**config.mk**
```make
export PLATFORM = sky130hd
export DESIGN_NAME = clk_freq_monitor_flat
export DESIGN_NICKNAME = d
export VERILOG_FILES = /design/src/rtl/clk_freq_monitor_pkg.sv /design/src/rtl/clk_freq_monitor_if.sv /design/src/rtl/clk_freq_monitor_sync_edge_detect.sv /design/src/rtl/clk_freq_monitor.sv /design/src/flat_wrapper.sv
export SDC_FILE = /design/constraint.sdc
export NUM_CORES = 1
export LEC_CHECK = 0
export ABC_AREA = 1
export CAP_MARGIN = 20
export CORE_MARGIN = 5
export CORE_UTILIZATION = 40
export CTS_CLUSTER_DIAMETER = 200
export DETAILED_ROUTE_END_ITERATION = 10
export PLACE_DENSITY = 0.55
export REMOVE_ABC_BUFFERS = 1
export SETUP_SLACK_MARGIN = 0.02
export SYNTH_ARGS = -nofsm -noshare
export SYNTH_HDL_FRONTEND = slang
export SYNTH_SLANG_ARGS = --single-unit
```
**constraint.sdc**
```tcl
create_clock -name clk_36MHz -period 3.4 [get_ports clk_36MHz]
set_input_delay 0.68 -clock clk_36MHz [delete_from_list [all_inputs] [get_ports clk_36MHz]]
set_output_delay 0.68 -clock clk_36MHz [all_outputs]
set_load 0.02 [all_outputs]
```
**src/rtl/clk_freq_monitor_pkg.sv**
```systemverilog
// Clock-rate constants shared by the clock generator top level and the frequency monitor,
// plus the monitor's state encoding and a small width helper.
package clk_pkg;

  localparam int unsigned F_REF_HZ = 12_000_000;
  localparam int unsigned F_SYS_HZ = 36_000_000;
  localparam int unsigned MEAS_HZ  = 1_000;

  // 1 ms window; the reference is observed through a divide-by-2 toggle.
  localparam int unsigned DEF_WINDOW_CYCLES = F_SYS_HZ / MEAS_HZ;
  localparam int unsigned DEF_EXPECTED      = (F_REF_HZ / 2) / MEAS_HZ;

  typedef enum logic {
    ST_SETTLE  = 1'b0,
    ST_MEASURE = 1'b1
  } mon_state_e;

  function automatic int unsigned max_u(input int unsigned a, input int unsigned b);
    return (a > b) ? a : b;
  endfunction

endpackage

```
**src/rtl/clk_freq_monitor_if.sv**
```systemverilog
// Status bundle between the clock monitor (master) and its consumers (LED, game-start gate).
interface clk_freq_monitor_if
  import clk_pkg::*;
#(
  parameter int CW = $clog2(DEF_WINDOW_CYCLES + 1)
);
  logic          ref_toggle;
  logic [CW-1:0] last_count;
  logic          count_valid;
  logic          freq_ok;
  logic          fail_sticky;
  logic          stalled;

  modport master (
    input  ref_toggle,
    output last_count, count_valid, freq_ok, fail_sticky, stalled
  );

  modport slave (
    output ref_toggle,
    input  last_count, count_valid, freq_ok, fail_sticky, stalled
  );
endinterface

```
**src/rtl/clk_freq_monitor_sync_edge_detect.sv**
```systemverilog
// Three-flop synchronizer with a rising-edge pulse taken from the two settled stages.
module sync_edge_detect (
  input  logic clk_i,
  input  logic rst_i,
  input  logic async_i,
  output logic rise_o
);
  logic [2:0] sync_q;
  logic [2:0] sync_d;

  assign sync_d = {sync_q[1:0], async_i};

  always_ff @(posedge clk_i) begin
    if (rst_i) begin
      sync_q <= '0;
    end else begin
      sync_q <= sync_d;
    end
  end

  assign rise_o = sync_q[1] & ~sync_q[2];
endmodule

```
**src/rtl/clk_freq_monitor.sv**
```systemverilog
// Counts reference edges per fixed window of the system clock and flags
// out-of-tolerance frequency or a stalled reference.
module clk_freq_monitor
  import clk_pkg::*;
#(
  parameter int unsigned WINDOW_CYCLES  = DEF_WINDOW_CYCLES,
  parameter int unsigned EXPECTED       = DEF_EXPECTED,
  parameter int unsigned TOLERANCE      = 8,
  parameter int unsigned SETTLE_WINDOWS = 4,
  parameter int unsigned STALL_CYCLES   = 64,
  parameter int unsigned CW             = $clog2(WINDOW_CYCLES + 1)
) (
  input logic                clk_36MHz,
  input logic                rst,
  clk_freq_monitor_if.master mon
);
  localparam int unsigned WW = max_u($clog2(WINDOW_CYCLES), 1);
  localparam int unsigned SW = max_u($clog2(SETTLE_WINDOWS + 1), 1);
  localparam int unsigned KW = max_u($clog2(STALL_CYCLES + 1), 1);
  // Wide enough that EXPECTED and TOLERANCE always fit, even with a narrow CW.
  localparam int unsigned DW = max_u(CW, $clog2(EXPECTED + TOLERANCE + 1)) + 1;

  localparam logic [CW-1:0] CNT_MAX   = '1;
  localparam logic [WW-1:0] WIN_LAST  = WW'(WINDOW_CYCLES - 1);
  localparam logic [KW-1:0] STALL_MAX = KW'(STALL_CYCLES);

  logic                 ref_rise;
  logic                 win_last;
  logic                 in_tol;
  logic                 stall_rise;
  logic [CW-1:0]        total;
  logic signed [DW-1:0] dev;
  logic signed [DW-1:0] dev_abs;

  mon_state_e    state_q,       state_d;
  logic [WW-1:0] win_cnt_q,     win_cnt_d;
  logic [CW-1:0] edge_cnt_q,    edge_cnt_d;
  logic [KW-1:0] stall_cnt_q,   stall_cnt_d;
  logic [SW-1:0] settle_cnt_q,  settle_cnt_d;
  logic [CW-1:0] last_count_q,  last_count_d;
  logic          count_valid_q, count_valid_d;
  logic          freq_ok_q,     freq_ok_d;
  logic          fail_sticky_q, fail_sticky_d;
  logic          stalled_q,     stalled_d;

  sync_edge_detect u_sync (
    .clk_i   (clk_36MHz),
    .rst_i   (rst),
    .async_i (mon.ref_toggle),
    .rise_o  (ref_rise)
  );

  // An edge in the closing cycle still belongs to the closing window.
  assign win_last = (win_cnt_q == WIN_LAST);
  assign total    = (edge_cnt_q != CNT_MAX) ? edge_cnt_q + CW'(ref_rise) : edge_cnt_q;
  assign dev      = $signed(DW'(total)) - $signed(DW'(EXPECTED));
  assign dev_abs  = dev[DW-1] ? -dev : dev;
  assign in_tol   = (dev_abs <= $signed(DW'(TOLERANCE)));

  always_comb begin
    win_cnt_d     = win_last ? '0 : win_cnt_q + WW'(1);
    edge_cnt_d    = win_last ? '0 : total;
    stall_cnt_d   = ref_rise ? '0 :
                    (stall_cnt_q == STALL_MAX) ? stall_cnt_q : stall_cnt_q + KW'(1);
    stalled_d     = (stall_cnt_d == STALL_MAX);
    stall_rise    = stalled_d & ~stalled_q;
    state_d       = state_q;
    settle_cnt_d  = settle_cnt_q;
    last_count_d  = last_count_q;
    count_valid_d = 1'b0;
    freq_ok_d     = stalled_d ? 1'b0 : freq_ok_q;
    fail_sticky_d = fail_sticky_q;

    case (state_q)
      ST_SETTLE: begin
        if (SETTLE_WINDOWS == 0) begin
          state_d = ST_MEASURE;
        end else if (win_last) begin
          if (settle_cnt_q == SW'(SETTLE_WINDOWS - 1)) begin
            state_d = ST_MEASURE;
          end else begin
            settle_cnt_d = settle_cnt_q + SW'(1);
          end
        end
      end
      ST_MEASURE: begin
        if (stall_rise) begin
          fail_sticky_d = 1'b1;
        end
        if (win_last) begin
          last_count_d  = total;
          count_valid_d = 1'b1;
          freq_ok_d     = in_tol & ~stalled_d;
          if (!in_tol) begin
            fail_sticky_d = 1'b1;
          end
        end
      end
      default: state_d = ST_SETTLE;
    endcase
  end

  always_ff @(posedge clk_36MHz) begin
    if (rst) begin
      state_q       <= ST_SETTLE;
      win_cnt_q     <= '0;
      edge_cnt_q    <= '0;
      stall_cnt_q   <= '0;
      settle_cnt_q  <= '0;
      last_count_q  <= '0;
      count_valid_q <= 1'b0;
      freq_ok_q     <= 1'b0;
      fail_sticky_q <= 1'b0;
      stalled_q     <= 1'b0;
    end else begin
      state_q       <= state_d;
      win_cnt_q     <= win_cnt_d;
      edge_cnt_q    <= edge_cnt_d;
      stall_cnt_q   <= stall_cnt_d;
      settle_cnt_q  <= settle_cnt_d;
      last_count_q  <= last_count_d;
      count_valid_q <= count_valid_d;
      freq_ok_q     <= freq_ok_d;
      fail_sticky_q <= fail_sticky_d;
      stalled_q     <= stalled_d;
    end
  end

  assign mon.last_count  = last_count_q;
  assign mon.count_valid = count_valid_q;
  assign mon.freq_ok     = freq_ok_q;
  assign mon.fail_sticky = fail_sticky_q;
  assign mon.stalled     = stalled_q;
endmodule

```
**src/flat_wrapper.sv**
```systemverilog
// flat-port wrapper written by rule: the top's interface ports become plain ports
module clk_freq_monitor_flat import clk_pkg::*;
#(
  parameter int unsigned WINDOW_CYCLES  = DEF_WINDOW_CYCLES,
  parameter int unsigned EXPECTED       = DEF_EXPECTED,
  parameter int unsigned TOLERANCE      = 8,
  parameter int unsigned SETTLE_WINDOWS = 4,
  parameter int unsigned STALL_CYCLES   = 64,
  parameter int unsigned CW             = $clog2(WINDOW_CYCLES + 1)
)
  (clk_36MHz, rst, mon_ref_toggle, mon_last_count, mon_count_valid, mon_freq_ok, mon_fail_sticky, mon_stalled);
  clk_freq_monitor_if #(.CW(CW)) mon_i ();
  input logic clk_36MHz;
  input logic rst;
  input wire logic [$bits(mon_i.ref_toggle)-1:0] mon_ref_toggle;
  output wire logic [$bits(mon_i.last_count)-1:0] mon_last_count;
  output wire logic [$bits(mon_i.count_valid)-1:0] mon_count_valid;
  output wire logic [$bits(mon_i.freq_ok)-1:0] mon_freq_ok;
  output wire logic [$bits(mon_i.fail_sticky)-1:0] mon_fail_sticky;
  output wire logic [$bits(mon_i.stalled)-1:0] mon_stalled;
  assign mon_i.ref_toggle = mon_ref_toggle;
  assign mon_last_count = mon_i.last_count;
  assign mon_count_valid = mon_i.count_valid;
  assign mon_freq_ok = mon_i.freq_ok;
  assign mon_fail_sticky = mon_i.fail_sticky;
  assign mon_stalled = mon_i.stalled;
  clk_freq_monitor #(.WINDOW_CYCLES(WINDOW_CYCLES), .EXPECTED(EXPECTED), .TOLERANCE(TOLERANCE), .SETTLE_WINDOWS(SETTLE_WINDOWS), .STALL_CYCLES(STALL_CYCLES), .CW(CW)) u_core (.clk_36MHz(clk_36MHz), .rst(rst), .mon(mon_i));
endmodule
```
---- Yosys cells after proc, flatten, opt, wreduce, memory -nomap -nowiden ----
Cells that the tools add are included.
cells by class
  bitwise operators ....................... 8
  add/sub/neg operators ................... 6
  eq/ne operators ......................... 5
  order comparisons ....................... 1
  mux-type cells .......................... 14
  reduce and logical (&&, ||, !) cells .... 4
operator list
  operator                count
  $le 17x5->1 const B     1
  $mux 17                 1
  $neg 17->17             1
  $sub 16x13->17 const B  1
  $add 16x1->16           1
  $add 16x1->16 const B   1
  $eq 16x16->1 const B    1
  $mux 16                 1
  $ne 16x16->1 const B    1
  $eq 7x7->1 const B      2
  $mux 7                  2
  $mux 1                  10
  $add 7x1->7 const B     1
  $not 1->1               5
  $reduce_or 2->1         2
  $add 3x1->3 const B     1
  $and 1x1->1             3
  $eq 3x2->1 const B      1
  $reduce_and 3->1        1
  $reduce_and 2->1        1
word-level totals
  flip-flop bits (word level) ............. 66
  logic and storage cells ................. 49
  bits of input ports ..................... 3
  output and inout port bits .............. 20

---- Longest topological paths before layout ----
Gate-level depths: netlist of run 1.
  depth in word-level cells ............... 11
  mapped depth ............................ 27
  depth with buffers taken out ............ 27

---- Modules after synthesis ----
From an unflattened synthesis of run 1, not the netlist that was laid out.
second synthesis, totals
  cells, all modules ...................... 565
  area total of the unflattened synthesis .. 3,683.5 um^2
by module, submodules not included
  module            sequential area each (um^2)  cells each  instances  area each (um^2)
  clk_freq_monitor  1,261.2                      555         1          3,597.2
  sync_edge_detect  60.1                         10          1          86.3

---- Worst setup path after synthesis of run 1 ----
OpenSTA, ideal clock, no wires.
  path kind ............................... register to register
  start point ............................. register u_core.u_sync.sync_q[1]
  end point ............................... register u_core.fail_sticky_q, in the netlist u_core.mon.fail_sticky
  library setup time ...................... 0.128 ns
  period minus slack after synthesis ...... 2.846 ns
  stages on the path, launching flop included .. 26
  data required time ...................... 3.272 ns
  buffers on the path ..................... 0
  slack ................................... 0.554 ns
  arrival ................................. 2.718 ns
  path through ............................ dfxtp_1 -> inv_1 -> nor2_1 -> ha_1 -> ha_1 -> nand3_1 -> nand2_1 -> nand2_1 -> inv_1 -> nand2_2 -> ha_1 -> nand3b_1 -> nand2_1 -> nand2_1 -> nor2_1 -> nand2_1 -> nor2_1 -> nand2_1 -> nand2_1 -> nand2_1 -> nand2_1 -> nand2_1 -> nor2_1 -> nand3_2 -> nand2_1 -> a21oi_1
between the ends
  cells in the longest elaborated chain, start to end .. 9
  elaborated cells between the ends (all ways) .. 13
  classes of those cells .................. add/sub (3); order compare (1); eq/ne (1); mux (6); bitwise (2)
ends and longest elaborated chain
  item                    line                                     text
  start, declared         clk_freq_monitor_sync_edge_detect.sv:8   logic [2:0] sync_q;
  start signal, assigned  clk_freq_monitor_sync_edge_detect.sv:17  sync_q <= sync_d;
  $and 1x1->1 (*)         clk_freq_monitor_sync_edge_detect.sv:21  assign rise_o = sync_q[1] & ~sync_q[2];
  $add 16x1->16 (*)       clk_freq_monitor.sv:55                   assign total = (edge_cnt_q != CNT_MAX) ? edge_cnt_q + CW'(ref_rise) : edge_cnt_q;
  $mux 16 (*)             clk_freq_monitor.sv:55
  via u_core.total[4]     clk_freq_monitor.sv:31                   logic [CW-1:0] total;
  $sub 16x13->17 (*)      clk_freq_monitor.sv:56                   assign dev = $signed(DW'(total)) - $signed(DW'(EXPECTED));
  $neg 17->17             clk_freq_monitor.sv:57                   assign dev_abs = dev[DW-1] ? -dev : dev;
  $mux 17 (*)             clk_freq_monitor.sv:57
  $le 17x5->1 (*)         clk_freq_monitor.sv:58                   assign in_tol = (dev_abs <= $signed(DW'(TOLERANCE)));
  $mux 1 (*)              clk_freq_monitor.sv:94                   if (!in_tol) begin
  $mux 1 (*)              clk_freq_monitor.sv:90                   if (win_last) begin
  end signal, assigned    clk_freq_monitor.sv:124                  fail_sticky_q <= fail_sticky_d;
  end, declared           clk_freq_monitor.sv:43                   logic fail_sticky_q, fail_sticky_d;
The timed path passes the listed nets; every way through them passes the cells marked *.
A chain may end at the register's enable or synchronous reset.

---- Worst setup path after layout of run 1 ----
Same ends and word-level chain as after synthesis.

==> flow_summary.json, run 1 <==
{
  "status": "completed",
  "synthFlopType": "sky130_fd_sc_hd__dfxtp_1",
  "post-place-ws_ns": 0.290,
  "die_w_um": 108,
  "post-route-period-util": 0.875,
  "finalNetCount": 619,
  "synthTopCellsByArea": "sky130_fd_sc_hd__dfxtp_1, sky130_fd_sc_hd__nand2_1, sky130_fd_sc_hd__nor2_1",
  "die-height_um": 108,
  "yosys.area.top_type_share": 0.346,
  "max_slew.worst_pin.slew_ns": 0.774,
  "most_common_cell_on_crit_path": "sky130_fd_sc_hd__nand2_1",
  "layout.core_utilization": 0.476,
  "critical-path-slowest-cell": "sky130_fd_sc_hd__dfxtp_1",
  "worst_hold_slack_ns": 0.419,
  "port_buffers": 22,
  "antenna_found_initial": 0,
  "timing.reg2reg.worst_path_depth": 23,
  "antenna_violating_nets_post_route": 0,
  "route.vias.total": 3561,
  "final_area_um2": 4420,
  "root_buffer": "sky130_fd_sc_hd__clkbuf_8",
  "criticalPathCategory": "reg2reg",
  "synth.most_common_cell": "sky130_fd_sc_hd__nand2_1",
  "cts_tree": "done",
  "max_cap_violations": 0,
  "first_pass_grt_wire_length_mm": 15.7,
  "place_area_um2": 4190,
  "routed_wire_length_per_instance_um": 12.6,
  "timing.max_slew.rel_slack": 0.484,
  "routed_wirelength_mm": 9.32,
  "dp_hpwl_mm": 7.19,
  "clk_latency_ns": 0.34,
  "hold_path_class": "reg2reg",
  "worstPathCellList": "inv_1 > nor2_1 > ha_2 > ha_4 > nand3_1 > nand2_1 > nand2_1 > inv_1 > nand2_2 > ha_1 > nand3b_1 > nand2_1 > nand2_1 > nor2_1 > nand3_1 > nand3_1 > nand2_1 > nor2_1 > nand2_1 > nor2_1 > nand3_2 > nand2_1 > a21oi_1",
  "ys_seq_area_frac": 0.346,
  "hold_path_startpoint": "u_core.u_sync.sync_q[0]",
  "synth_seq_cells": 66,
  "combined_area_of_all_synthesized_cells_um2": 3820,
  "timing.final.setup_violations": 0,
  "grt_setup_unrepaired": "false",
  "drt-pass1-iter-count": 4,
  "grt_start_max_net_pins": 30,
  "worstReg2RegStart": "u_core.u_sync.sync_q[1]",
  "clk_transition_reported_paths_ns": 0.08,
  "power_density_nw_per_um2": 343,
  "cp-start-kind": "flip-flop",
  "initial_core_util": 0.411,
  "multiInputGateArea_um2": 2160,
  "instances_no_fill": 741,
  "post-layout-total-power_mw": 1.51,
  "finalMaxSlewViolations": 0,
  "reg2reg_slack_ns": 0.43,
  "clock_sinks": 66,
  "power.ir.vdd_worst_uv": 225,
  "critical_path.max_fanout": 6,
  "p_leak_nw": 1.92,
  "timing.critical_path.arrival_ns": 3.20,
  "avgViaCountPerCell": 4.81,
  "critical_path_max_stage_delay_ns": 0.32,
  "number_of_h_tree_branching_levels": 3,
  "setup_tns_ns": 0,
  "worstSetupEndpointType": "flip-flop",
  "ios": 23,
  "postLayoutSetupSlackWorst_ns": 0.427,
  "worstHoldEndpoint": "u_core.u_sync.sync_q[1]",
  "area_growth_syn_to_layout_pct": 15.8,
  "clock_path_buffers": 2,
  "post-route-drc-count": 0,
  "yosys_warnings": 0,
  "synthesis.area_per_instance_um2": 6.61,
  "tritoncts.num_buffers": 9,
  "postSynthCellCount": 578,
  "min_period_ns": 2.97,
  "synth_async_sr_flop_share": 0,
  "place_inst": 724,
  "seqCellArea_um2": 1320,
  "cp.required_ns": 3.63,
  "hold_violations": 0,
  "antenna_diode_instance_count": 0,
  "n_fill_cell": 995,
  "finalClockSkew_ns": 0.00850,
  "hold-path-cell-count": 2,
  "core_um2": 9280,
  "fp-row-count": 35,
  "fp.dieArea_um2": 11600,
  "synthDistinctLibCells": 35,
  "first_iter_violations": 177,
  "yosys-top-cells-count": "sky130_fd_sc_hd__nand2_1, sky130_fd_sc_hd__nor2_1, sky130_fd_sc_hd__inv_1",
  "global_route.overflow_total": 0,
  "highest_attainable_clock_frequency_ghz": 0.336,
  "synth_edf_count": 0,
  "timing.rr.end": "u_core.mon.fail_sticky",
  "cts_hold_buffers": 0,
  "synth_area_leader_cell": "sky130_fd_sc_hd__dfxtp_1",
  "routabilityCongestion": 0.904,
  "final_layout_size_suffix_gt1_frac": 0.124,
  "gr-usage-all-layers": 0.169,
  "first_global_vias": 3325
}
==> critical path, delay by kind of cell, from the launching register on <==
kind | cells | cell delay (ns)
adder cells (fa/ha/maj) | 3 | 0.65
AND/OR/NAND/NOR | 17 | 1.72
flip-flops | 1 | 0.32
AO/OA/AOI/OAI | 1 | 0.06
buffers and inverters | 2 | 0.12
==> worst max path at each step <==
stage,endpoint,start,depth (start not counted)
after floorplan,u_core.mon.fail_sticky,u_core.u_sync.sync_q[1],25
after global placement,u_core.mon.fail_sticky,u_core.u_sync.sync_q[1],23
after detailed placement,u_core.mon.fail_sticky,u_core.u_sync.sync_q[1],23
after CTS,u_core.mon.fail_sticky,u_core.u_sync.sync_q[1],23
after global routing,u_core.mon.fail_sticky,u_core.u_sync.sync_q[1],25
final,u_core.mon.fail_sticky,u_core.u_sync.sync_q[1],23
==> registers in the layout (all words and copies together), names as in the netlist, 3 cells and up <==
signal,cells
u_core.edge_cnt_q,16
u_core.mon.last_count,16
u_core.settle_cnt_q,3
u_core.stall_cnt_q,7
u_core.u_sync.sync_q,3
u_core.win_cnt_q,16
==> metal layers <==
layer	share of wire	GRT usage	wire length, um
met1	0.49	0.228	4560
met3	0.058	0.0486	540
met2	0.44	0.265	4140
met4	0.0079	0.0442	74
met5	0	0	0
==> final cells by class <==
type | count | area share
Clock inverter | 6 | 0.0150
Tap cell | 129 | 0.0365
Sequential cell | 66 | 0.299
Clock buffer | 10 | 0.0311
Inverter | 84 | 0.0713
Timing Repair Buffer | 27 | 0.0583
Multi-Input combinational cell | 419 | 0.489
==> power breakdown <==
| group | internal, mW | switching (mW) | leakage (nW) |
|---|---|---|---|
| clock | 0.358 | 0.315 | 0.0945 |
| combinational | 0.0191 | 0.0357 | 1.30 |
| sequential | 0.781 | 0.00586 | 0.533 |
| total | 1.16 | 0.357 | 1.92 |
==> cell families after synthesis <==
kind of cell,synth area share
AND/OR/NAND/NOR,0.412
buffers and inverters,0.0934
adder cells (fa/ha/maj),0.0295
XOR/XNOR,0.0275
AO/OA/AOI/OAI,0.0917
flip-flops,0.346
==> cell usage in the layout (no fill, tap or decap), drive strengths merged, types with 5 or more instances in the layout <==
cell type and instances:
nand4 14, clkbuf 10, o21ai 26, nor3 8
xor2 10, dfxtp 66, a21oi 27, nor2 92
ha 9, buf 5, nand3 50, nand2 161
inv 83, clkdlybuf4s50 22
==> what timing repair did <==
item                       in CTS  in global routing
gates resized for setup         0                  4
setup buffers                   0                  1
setup endpoints to repair       0                  2
(Power assumes the default switching activity.)
==> inputs of run 2 (changes only) <==
- SKIP_LAST_GASP: default -> 1
==> results of run 2 <==
Same layout as run 1: the final DEF is identical, and so are final timing and power.
==> inputs of run 3 (changes only) <==
- RECOVER_POWER: default -> 50
==> flow_summary.json, run 3 (synthesis results as in run 1) <==
{
  "hold_path_class": "reg2reg",
  "place_area_um2": 4190,
  "power.ir.vdd_worst_uv": 227,
  "highest_attainable_clock_frequency_ghz": 0.336,
  "route.vias.total": 3549,
  "number_of_h_tree_branching_levels": 3,
  "worstSetupEndpointType": "flip-flop",
  "core_um2": 9280,
  "critical_path.max_fanout": 6,
  "max_slew.worst_pin.slew_ns": 0.767,
  "worst_hold_slack_ns": 0.421,
  "tritoncts.num_buffers": 9,
  "port_buffers": 22,
  "postLayoutSetupSlackWorst_ns": 0.423,
  "instances_no_fill": 741,
  "ios": 23,
  "worstPathCellList": "inv_1 > nor2_1 > ha_2 > ha_4 > nand3_1 > nand2_1 > nand2_1 > inv_1 > nand2_2 > ha_1 > nand3b_1 > nand2_1 > nand2_1 > nor2_1 > nand3_1 > nand3_1 > nand2_1 > nor2_1 > nand2_1 > nor2_1 > nand3_2 > nand2_1 > a21oi_1",
  "post-place-ws_ns": 0.290,
  "status": "completed",
  "fp-row-count": 35,
  "initial_core_util": 0.411,
  "post-route-drc-count": 0,
  "drt-pass1-iter-count": 4,
  "area_growth_syn_to_layout_pct": 15.7,
  "first_iter_violations": 199,
  "clock_path_buffers": 2,
  "critical_path_max_stage_delay_ns": 0.32,
  "root_buffer": "sky130_fd_sc_hd__clkbuf_8",
  "final_layout_size_suffix_gt1_frac": 0.123,
  "dp_hpwl_mm": 7.19,
  "avgViaCountPerCell": 4.79,
  "most_common_cell_on_crit_path": "sky130_fd_sc_hd__nand2_1",
  "die_w_um": 108,
  "criticalPathCategory": "reg2reg",
  "timing.critical_path.arrival_ns": 3.20,
  "antenna_violating_nets_post_route": 0,
  "clk_transition_reported_paths_ns": 0.08,
  "place_inst": 724,
  "clk_latency_ns": 0.34,
  "power_density_nw_per_um2": 343,
  "first_pass_grt_wire_length_mm": 15.7,
  "layout.core_utilization": 0.476,
  "post-route-period-util": 0.875,
  "grt_start_max_net_pins": 30,
  "fp.dieArea_um2": 11600,
  "gr-usage-all-layers": 0.169,
  "die-height_um": 108,
  "clock_sinks": 66,
  "grt_setup_unrepaired": "false",
  "critical-path-slowest-cell": "sky130_fd_sc_hd__dfxtp_1",
  "routed_wire_length_per_instance_um": 12.6,
  "min_period_ns": 2.98,
  "first_global_vias": 3325,
  "post-layout-total-power_mw": 1.52,
  "p_leak_nw": 1.99,
  "finalClockSkew_ns": 0.00760,
  "final_area_um2": 4420,
  "setup_tns_ns": 0,
  "routed_wirelength_mm": 9.30,
  "max_cap_violations": 0,
  "global_route.overflow_total": 0,
  "finalMaxSlewViolations": 0,
  "finalNetCount": 619,
  "commonest_cells_after_routing_fill_and_taps_aside": "sky130_fd_sc_hd__nand2_1, sky130_fd_sc_hd__nor2_1, sky130_fd_sc_hd__inv_1",
  "cts_tree": "done",
  "antenna_found_initial": 0,
  "hold_violations": 0,
  "layout_commonest_cell": "sky130_fd_sc_hd__nand2_1",
  "cp.required_ns": 3.63,
  "antenna_diode_instance_count": 0,
  "cp-start-kind": "flip-flop",
  "timing.final.setup_violations": 0,
  "routabilityCongestion": 0.904,
  "timing.max_slew.rel_slack": 0.488
}
==> run 3: per-layer routing <==
metal  GRT usage  vias up  share of wire
met1       0.228     1580           0.48
met5           0        -              0
li1            -     1891              -
met4      0.0442        0         0.0084
met3      0.0486        6          0.059
met2       0.265       72           0.45
==> run 3: what timing repair did <==
| action | 4_1_cts | 5_1_grt |
|---|---|---|
| buffers inserted | 0 | 1 |
| setup endpoints to repair | 0 | 2 |
| hold buffers | 0 | 0 |
| gates resized for setup | 0 | 4 |
==> run 3: power by group <==
group / switching, mW / total [mW] / internal, mW
logic: 0.0357 / 0.0541 / 0.0184
registers: 0.00578 / 0.787 / 0.781
clock network: 0.317 / 0.675 / 0.358
total: 0.359 / 1.52 / 1.16
==> run 3: final timing paths <==
kind | startpoint | to | slack (ns) | cells past startpoint
worst max-delay path | u_core.u_sync.sync_q[1] | u_core.mon.fail_sticky | 0.42 | 23
worst min-delay path | u_core.u_sync.sync_q[0] | u_core.u_sync.sync_q[1] | 0.42 | 2
worst max register to register | u_core.u_sync.sync_q[1] | u_core.mon.fail_sticky | 0.42 | 23
worst min register to register | u_core.u_sync.sync_q[0] | u_core.u_sync.sync_q[1] | 0.42 | 2
==> run 3: cell type report <==
| cell class | instances | area [um2] |
|---|---|---|
| clock buffer | 10 | 138 |
| clock inverter | 6 | 66.3 |
| fill | 994 | 4870 |
| inverter | 84 | 315 |
| multi-input combinational | 419 | 2160 |
| sequential | 66 | 1320 |
| tap | 129 | 161 |
| timing repair buffer | 27 | 254 |
==> run 3: critical path, delay by kind of cell (launching register included) <==
kind / cells / cell delay (ns)
simple gates: 17 / 1.73
fa+ha+maj: 3 / 0.65
flops: 1 / 0.32
buf+inv: 2 / 0.13
compound gates: 1 / 0.06
